--- config.mk ---
export PLATFORM = sky130hd
export DESIGN_NAME = maxpool2x2_stream_flat
export DESIGN_NICKNAME = d
export VERILOG_FILES = /design/src/rtl/maxpool2x2_stream_if.sv /design/src/rtl/maxpool2x2_stream.sv /design/src/flat_wrapper.sv
export SDC_FILE = /design/constraint.sdc
export NUM_CORES = 1
export LEC_CHECK = 0
export CORE_UTILIZATION = 55
export CTS_CLUSTER_DIAMETER = 40
export DETAILED_ROUTE_END_ITERATION = 10
export GPL_TIMING_DRIVEN = 1
export HOLD_SLACK_MARGIN = 0.1
export PLACE_DENSITY = 0.71
export SKIP_LAST_GASP = 1
export SYNTH_ARGS = -nofsm -noshare
export SYNTH_HDL_FRONTEND = slang
export SYNTH_SLANG_ARGS = --single-unit
--- constraint.sdc ---
create_clock -name clk -period 6.45 [get_ports clk]
set_input_delay 1.29 -clock clk [delete_from_list [all_inputs] [get_ports clk]]
set_output_delay 1.29 -clock clk [all_outputs]
set_load 0.005 [all_outputs]
--- src/rtl/maxpool2x2_stream_if.sv ---
// rtl/maxpool2x2_stream_if.sv - pixel-pair in / pooled-pair out bundle for the max-pool stage
interface maxpool2x2_stream_if #(
   parameter int DATA_W = 8,
   parameter int IDX_W  = 4
);
   logic [DATA_W-1:0] input_data_0;
   logic [DATA_W-1:0] input_data_1;
   logic              input_valid;
   logic [DATA_W-1:0] output_data_0;
   logic [DATA_W-1:0] output_data_1;
   logic              output_valid;
   logic [IDX_W-1:0]  out_index;
   logic              frame_done;

   // Upstream/downstream environment side: drives pixels, observes pooled results
   modport master (
      output input_data_0, input_data_1, input_valid,
      input  output_data_0, output_data_1, output_valid, out_index, frame_done
   );

   // Pooling stage side
   modport slave (
      input  input_data_0, input_data_1, input_valid,
      output output_data_0, output_data_1, output_valid, out_index, frame_done
   );
endinterface

--- src/rtl/maxpool2x2_stream.sv ---
// rtl/maxpool2x2_stream.sv - streaming 2x2 stride-2 max-pool over two channels with a half-width line buffer
module maxpool2x2_stream #(
   parameter int IN_W   = 6,
   parameter int IN_H   = 6,
   parameter int DATA_W = 8
) (
   input logic                 clk,
   input logic                 reset,
   maxpool2x2_stream_if.slave  bus
);
   localparam int OW    = IN_W / 2;
   localparam int OH    = IN_H / 2;
   localparam int NOUT  = OW * OH;
   localparam int IDX_W = (NOUT > 1) ? $clog2(NOUT) : 1;
   localparam int CW    = (IN_W > 1) ? $clog2(IN_W) : 1;
   localparam int RW    = (IN_H > 1) ? $clog2(IN_H) : 1;
   localparam int LBW   = (OW > 1) ? $clog2(OW) : 1;

   logic [CW-1:0]     col;
   logic [RW-1:0]     row;
   logic [DATA_W-1:0] hold_0;
   logic [DATA_W-1:0] hold_1;
   logic [DATA_W-1:0] linebuf_0 [OW];
   logic [DATA_W-1:0] linebuf_1 [OW];

   logic [LBW-1:0]    lb_idx;
   logic [IDX_W-1:0]  pool_idx;
   logic              last_col;
   logic              last_row;
   logic [DATA_W-1:0] result_0;
   logic [DATA_W-1:0] result_1;

   function automatic logic [DATA_W-1:0] max2(input logic [DATA_W-1:0] a, input logic [DATA_W-1:0] b);
      return (a > b) ? a : b;
   endfunction

   // Window addressing and the full 2x2 maximum, valid on the odd-row/odd-col beat
   always_comb begin
      lb_idx   = LBW'(col >> 1);
      pool_idx = IDX_W'((32'(row) >> 1) * OW + (32'(col) >> 1));
      last_col = (col == CW'(IN_W - 1));
      last_row = (row == RW'(IN_H - 1));
      result_0 = max2(max2(linebuf_0[lb_idx], hold_0), bus.input_data_0);
      result_1 = max2(max2(linebuf_1[lb_idx], hold_1), bus.input_data_1);
   end

   // Raster counters, partial maxima and registered pooled output
   always_ff @(posedge clk) begin
      if (reset) begin
         col               <= '0;
         row               <= '0;
         hold_0            <= '0;
         hold_1            <= '0;
         for (int i = 0; i < OW; i++) begin
            linebuf_0[i] <= '0;
            linebuf_1[i] <= '0;
         end
         bus.output_data_0 <= '0;
         bus.output_data_1 <= '0;
         bus.output_valid  <= 1'b0;
         bus.out_index     <= '0;
         bus.frame_done    <= 1'b0;
      end else begin
         bus.output_valid <= 1'b0;
         bus.frame_done   <= 1'b0;
         if (bus.input_valid) begin
            if (last_col) begin
               col <= '0;
               row <= last_row ? '0 : row + 1'b1;
            end else begin
               col <= col + 1'b1;
            end

            case ({row[0], col[0]})
               2'b00, 2'b10: begin
                  hold_0 <= bus.input_data_0;
                  hold_1 <= bus.input_data_1;
               end
               2'b01: begin
                  linebuf_0[lb_idx] <= max2(hold_0, bus.input_data_0);
                  linebuf_1[lb_idx] <= max2(hold_1, bus.input_data_1);
               end
               default: begin
                  bus.output_data_0 <= result_0;
                  bus.output_data_1 <= result_1;
                  bus.output_valid  <= 1'b1;
                  bus.out_index     <= pool_idx;
                  bus.frame_done    <= last_row && last_col;
               end
            endcase
         end
      end
   end
endmodule

--- src/flat_wrapper.sv ---
// flat-port wrapper written by rule: the top's interface ports become plain ports
module maxpool2x2_stream_flat 
#(
   parameter int IN_W   = 6,
   parameter int IN_H   = 6,
   parameter int DATA_W = 8
)
  (clk, reset, bus_input_data_0, bus_input_data_1, bus_input_valid, bus_output_data_0, bus_output_data_1, bus_output_valid, bus_out_index, bus_frame_done);
  maxpool2x2_stream_if #(.DATA_W(DATA_W), .IDX_W(4)) bus_i ();
  input logic clk;
  input logic reset;
  input wire logic [$bits(bus_i.input_data_0)-1:0] bus_input_data_0;
  input wire logic [$bits(bus_i.input_data_1)-1:0] bus_input_data_1;
  input wire logic [$bits(bus_i.input_valid)-1:0] bus_input_valid;
  output wire logic [$bits(bus_i.output_data_0)-1:0] bus_output_data_0;
  output wire logic [$bits(bus_i.output_data_1)-1:0] bus_output_data_1;
  output wire logic [$bits(bus_i.output_valid)-1:0] bus_output_valid;
  output wire logic [$bits(bus_i.out_index)-1:0] bus_out_index;
  output wire logic [$bits(bus_i.frame_done)-1:0] bus_frame_done;
  assign bus_i.input_data_0 = bus_input_data_0;
  assign bus_i.input_data_1 = bus_input_data_1;
  assign bus_i.input_valid = bus_input_valid;
  assign bus_output_data_0 = bus_i.output_data_0;
  assign bus_output_data_1 = bus_i.output_data_1;
  assign bus_output_valid = bus_i.output_valid;
  assign bus_out_index = bus_i.out_index;
  assign bus_frame_done = bus_i.frame_done;
  maxpool2x2_stream #(.IN_W(IN_W), .IN_H(IN_H), .DATA_W(DATA_W)) u_core (.clk(clk), .reset(reset), .bus(bus_i));
endmodule
==> flow_summary_export.csv <==
group,metric,value,unit
timing,max_freq,0.199,GHz
placement,placed_cells,734,
die,ios,41,
power_and_ir_drop,swShare,30.1,%
synthesis,synth_ff_type,"edfxtp_1",
finish,antenna_cells,0,
setup_path,cp.arrival,5320,ps
timing,tightest_slew,1050,ps
power_and_ir_drop,power_frac_seq,53.1,%
clocking,cts_tree,"built",
finish,design_area,6810,um2
synthesis,synth_edf_count,64,
finish,syn_to_final_growth,10.3,%
power_and_ir_drop,power_density,216,nW/um2
synthesis,syn-num-nets,650,
worst_hold_path,hold_class,"register to register",
placement,hpwl,10400,um
clocking,cts_inserted_buffers,9,
die,die_h,108,um
timing,finalSetupViolations,0,
setup_path,critPathLaunchType,"register",
clocking,post_cts_buffers,0,
drt,wl_met2,6840,um
drt,vias_per_cell,6.30,
die,row_count,38,
setup_path,endpoint_kind,"register",
run_status,status,"finished, final reports clean",
placement,gp_congestion,0.887,
drt,avgRoutedWirePerCell,19.8,um
global_route,overflow,0,
finish,num-nets-final,676,
synthesis,ys_seq_area_share,46.1,%
clocking,path_clk_slew,110,ps
setup_path,slowest_delay,1030,ps
drt,via_count,4727,
setup_path,path_class,"register to register",
clocking,htreeDepth,3,
clocking,cts-resized-gates,0,
timing,period_share,78.0,%
die,core-area,10900,um2
power_and_ir_drop,power.total,1470,uW
drt,drc,0,
power_and_ir_drop,p_int,1030,uW
setup_path,crit_slowest_cell,"dfxtp_1",
timing,hold_viol,0,
drt,drt-pass1-iter-count,6,
power_and_ir_drop,ir_drop,223,uV
power_and_ir_drop,p_leak,0.00258,uW
synthesis,ys_types,55,
synthesis,syn-cell-area,6170,um2
global_route,grt_max_degree,64,
synthesis,synth_top_area_share,31.2,%
die,die_x,108,um
timing,skew,17.0,ps
timing,rsz0062_at_grt,"no",
global_route,first_global_vias,4633,
power_and_ir_drop,p_sw,441,uW
global_route,grt_use_total,27.4,%
setup_path,cp_data_required_time,6740,ps
die,initial_core_util,56.7,%
power_and_ir_drop,p_clk_share,28.3,%
run,drv_cap,0,
power_and_ir_drop,pwr-share-comb,18.6,%
setup_path,crit_fanout,16,
die,die-area,11600,um2
synthesis,yosysMostFrequentCell,"a21oi_1",
global_route,grt_pass1_wl,24000,um
placement,io_buffers,40,
drt,dr.max_layer_used,"met4",
synthesis,yosysTopAreaCell,"edfxtp_1",
finish,n_fill_cell,871,
clocking,numClockSinks,110,
placement,placed_cell_area,6620,um2
timing,fin_tns_setup,0,ps
finish,drive_gt1_share,9.67,%
timing,post-route-min-period,5030,ps
synthesis,synth_warnings,0,
synthesis,syn_inst,579,
synthesis,synth_common_cells,"a21oi_1 (85), edfxtp_1 (64), nand2_1 (58), ha_1 (50), dfxtp_1 (46)",
clocking,clockBufferDepth,2,
timing,relSlewSlack,29.7,%
drt,wl_met1,6890,um
drt,ant_nets,0,
finish,layout.cells.non_filler,750,
drt,drtIter0Drc,356,
clocking,clock_latency,400,ps
setup_path,cpMostUsedCell,"ha_1",
timing,slew_viol_final,0,
synthesis,synth.avg_cell_area,10.7,um2
synthesis,ys_ff_latch,110,
synthesis,synth_async_sr_flop_share,0,%
clocking,hold_buffers,0,
drt,wl_met3,931,um
clocking,cts_root_buf,"clkbuf_8",
drt,drt-total-wl,14900,um
synthesis,synth_area_leaders,"edfxtp_1 (31%), dfxtp_1 (15%), ha_1 (10%)",
setup_path,path_cells,"mux4_1, ha_1, a211o_1, o211ai_2, nand4_2, and2_1, o21ai_2, ha_1, nor2b_1, o211ai_1, a21oi_1, o32ai_4, nor2_2, a221o_1",
global_route,antenna_found_initial,0,
cell usage in the layout (no fill, tap or decap), drive strengths merged, types with 2 or more instances in the layout:
cell	netlist	layout
clkdlybuf4s50	0	39
fa	2	2
nand2b	5	5
clkbuf	16	10
o21ai	27	27
or2	3	3
o21a	6	6
nand3b	9	9
nor2b	7	7
inv	38	41
a21oi	86	86
nor3b	11	11
nor2	20	20
nor3	10	10
buf	11	3
mux4	16	16
and2	2	2
nand2	58	58
ha	50	50
mux2	7	7
clkinv	0	3
o211ai	5	5
dfxtp	46	46
o41ai	7	7
a211oi	3	3
a31o	7	7
edfxtp	64	64
nand4	13	13
nand3	26	26
a21o	4	4
a221o	7	7
layer usage:
metal | vias to the layer above | global-route usage, %
met1 | 2317 | 38.9
li1 | 2236 | -
met5 | - | 0
met4 | 0 | 9.88
met2 | 158 | 41.4
met3 | 16 | 6.05
final timing paths:
path | slack, ps | start | endpoint | depth (start not counted)
hold reg to reg | 460 | u_core.bus.out_index[0] | u_core.bus.out_index[0] | 2
setup / recovery | 1420 | register | u_core.bus.output_data_0[6] | 14
setup reg to reg | 1420 | register | u_core.bus.output_data_0[6] | 14
hold / removal | 460 | u_core.bus.out_index[0] | u_core.bus.out_index[0] | 2
through the flow:
step | utilization [%] | setup slack [ps] | hold slack (ps)
after global routing | 62.5 | 1130 | 486
after CTS | 62.5 | 1380 | 464
after detailed placement | 60.8 | 1420 | 450
after floorplan | - | 2530 | 453
after global placement | 60.8 | 1630 | 445
final | 62.5 | 1420 | 463
worst max-delay path: cells and delay by family (launching register included):
kind | cells | cell delay [ps]
AO/OA/AOI/OAI | 7 | 1690
flip-flops | 1 | 1030
AND/OR/NAND/NOR | 4 | 910
multiplexers | 1 | 700
adder cells (fa/ha/maj) | 2 | 580
cell type report:
cell class	instances	area [um2]	area share, %
repair buffers	42	410	6.03
clock inverters	6	51.3	0.754
clock buffers	10	138	2.02
well taps	140	175	2.57
inverters	38	143	2.10
multi-input cells	404	3050	44.8
flip-flops and latches	110	2840	41.8
power groups by stage:
stage                     Clock (uW)  Combinational (uW)  Sequential [uW]
final                            415                 273              779
after global routing             442                 301              782
after CTS                        418                 270              779
after detailed placement           0                 268              795
after global placement             0                 256              794
after floorplan                    0                 206              786
logic make-up (layout without fill, tap and decap cells):
family / after synthesis / in the layout / share of synthesized area (%)
adders and majority gates: 52 / 52 / 10.8
and+or+nand+nor: 167 / 167 / 13.8
AOI/OAI and AO/OA: 160 / 160 / 16.9
buffers and inverters: 65 / 96 / 4.56
DFF: 110 / 110 / 46.1
muxes: 24 / 24 / 7.77
xor gates and xnor gates: 1 / 1 / 0.142
flip-flops by register name (all words and copies together) (netlist names), named ones only:
name	flops
u_core.bus.out_index	4
u_core.hold_0	8
u_core.row	3
u_core.bus.output_data_1	8
u_core.linebuf_1	32
u_core.bus.output_data_0	8
u_core.col	3
u_core.bus.output_valid	1
u_core.hold_1	8
u_core.linebuf_0	32
u_core.bus.frame_done	1
No activity file was read; power rests on OpenSTA's default activity.
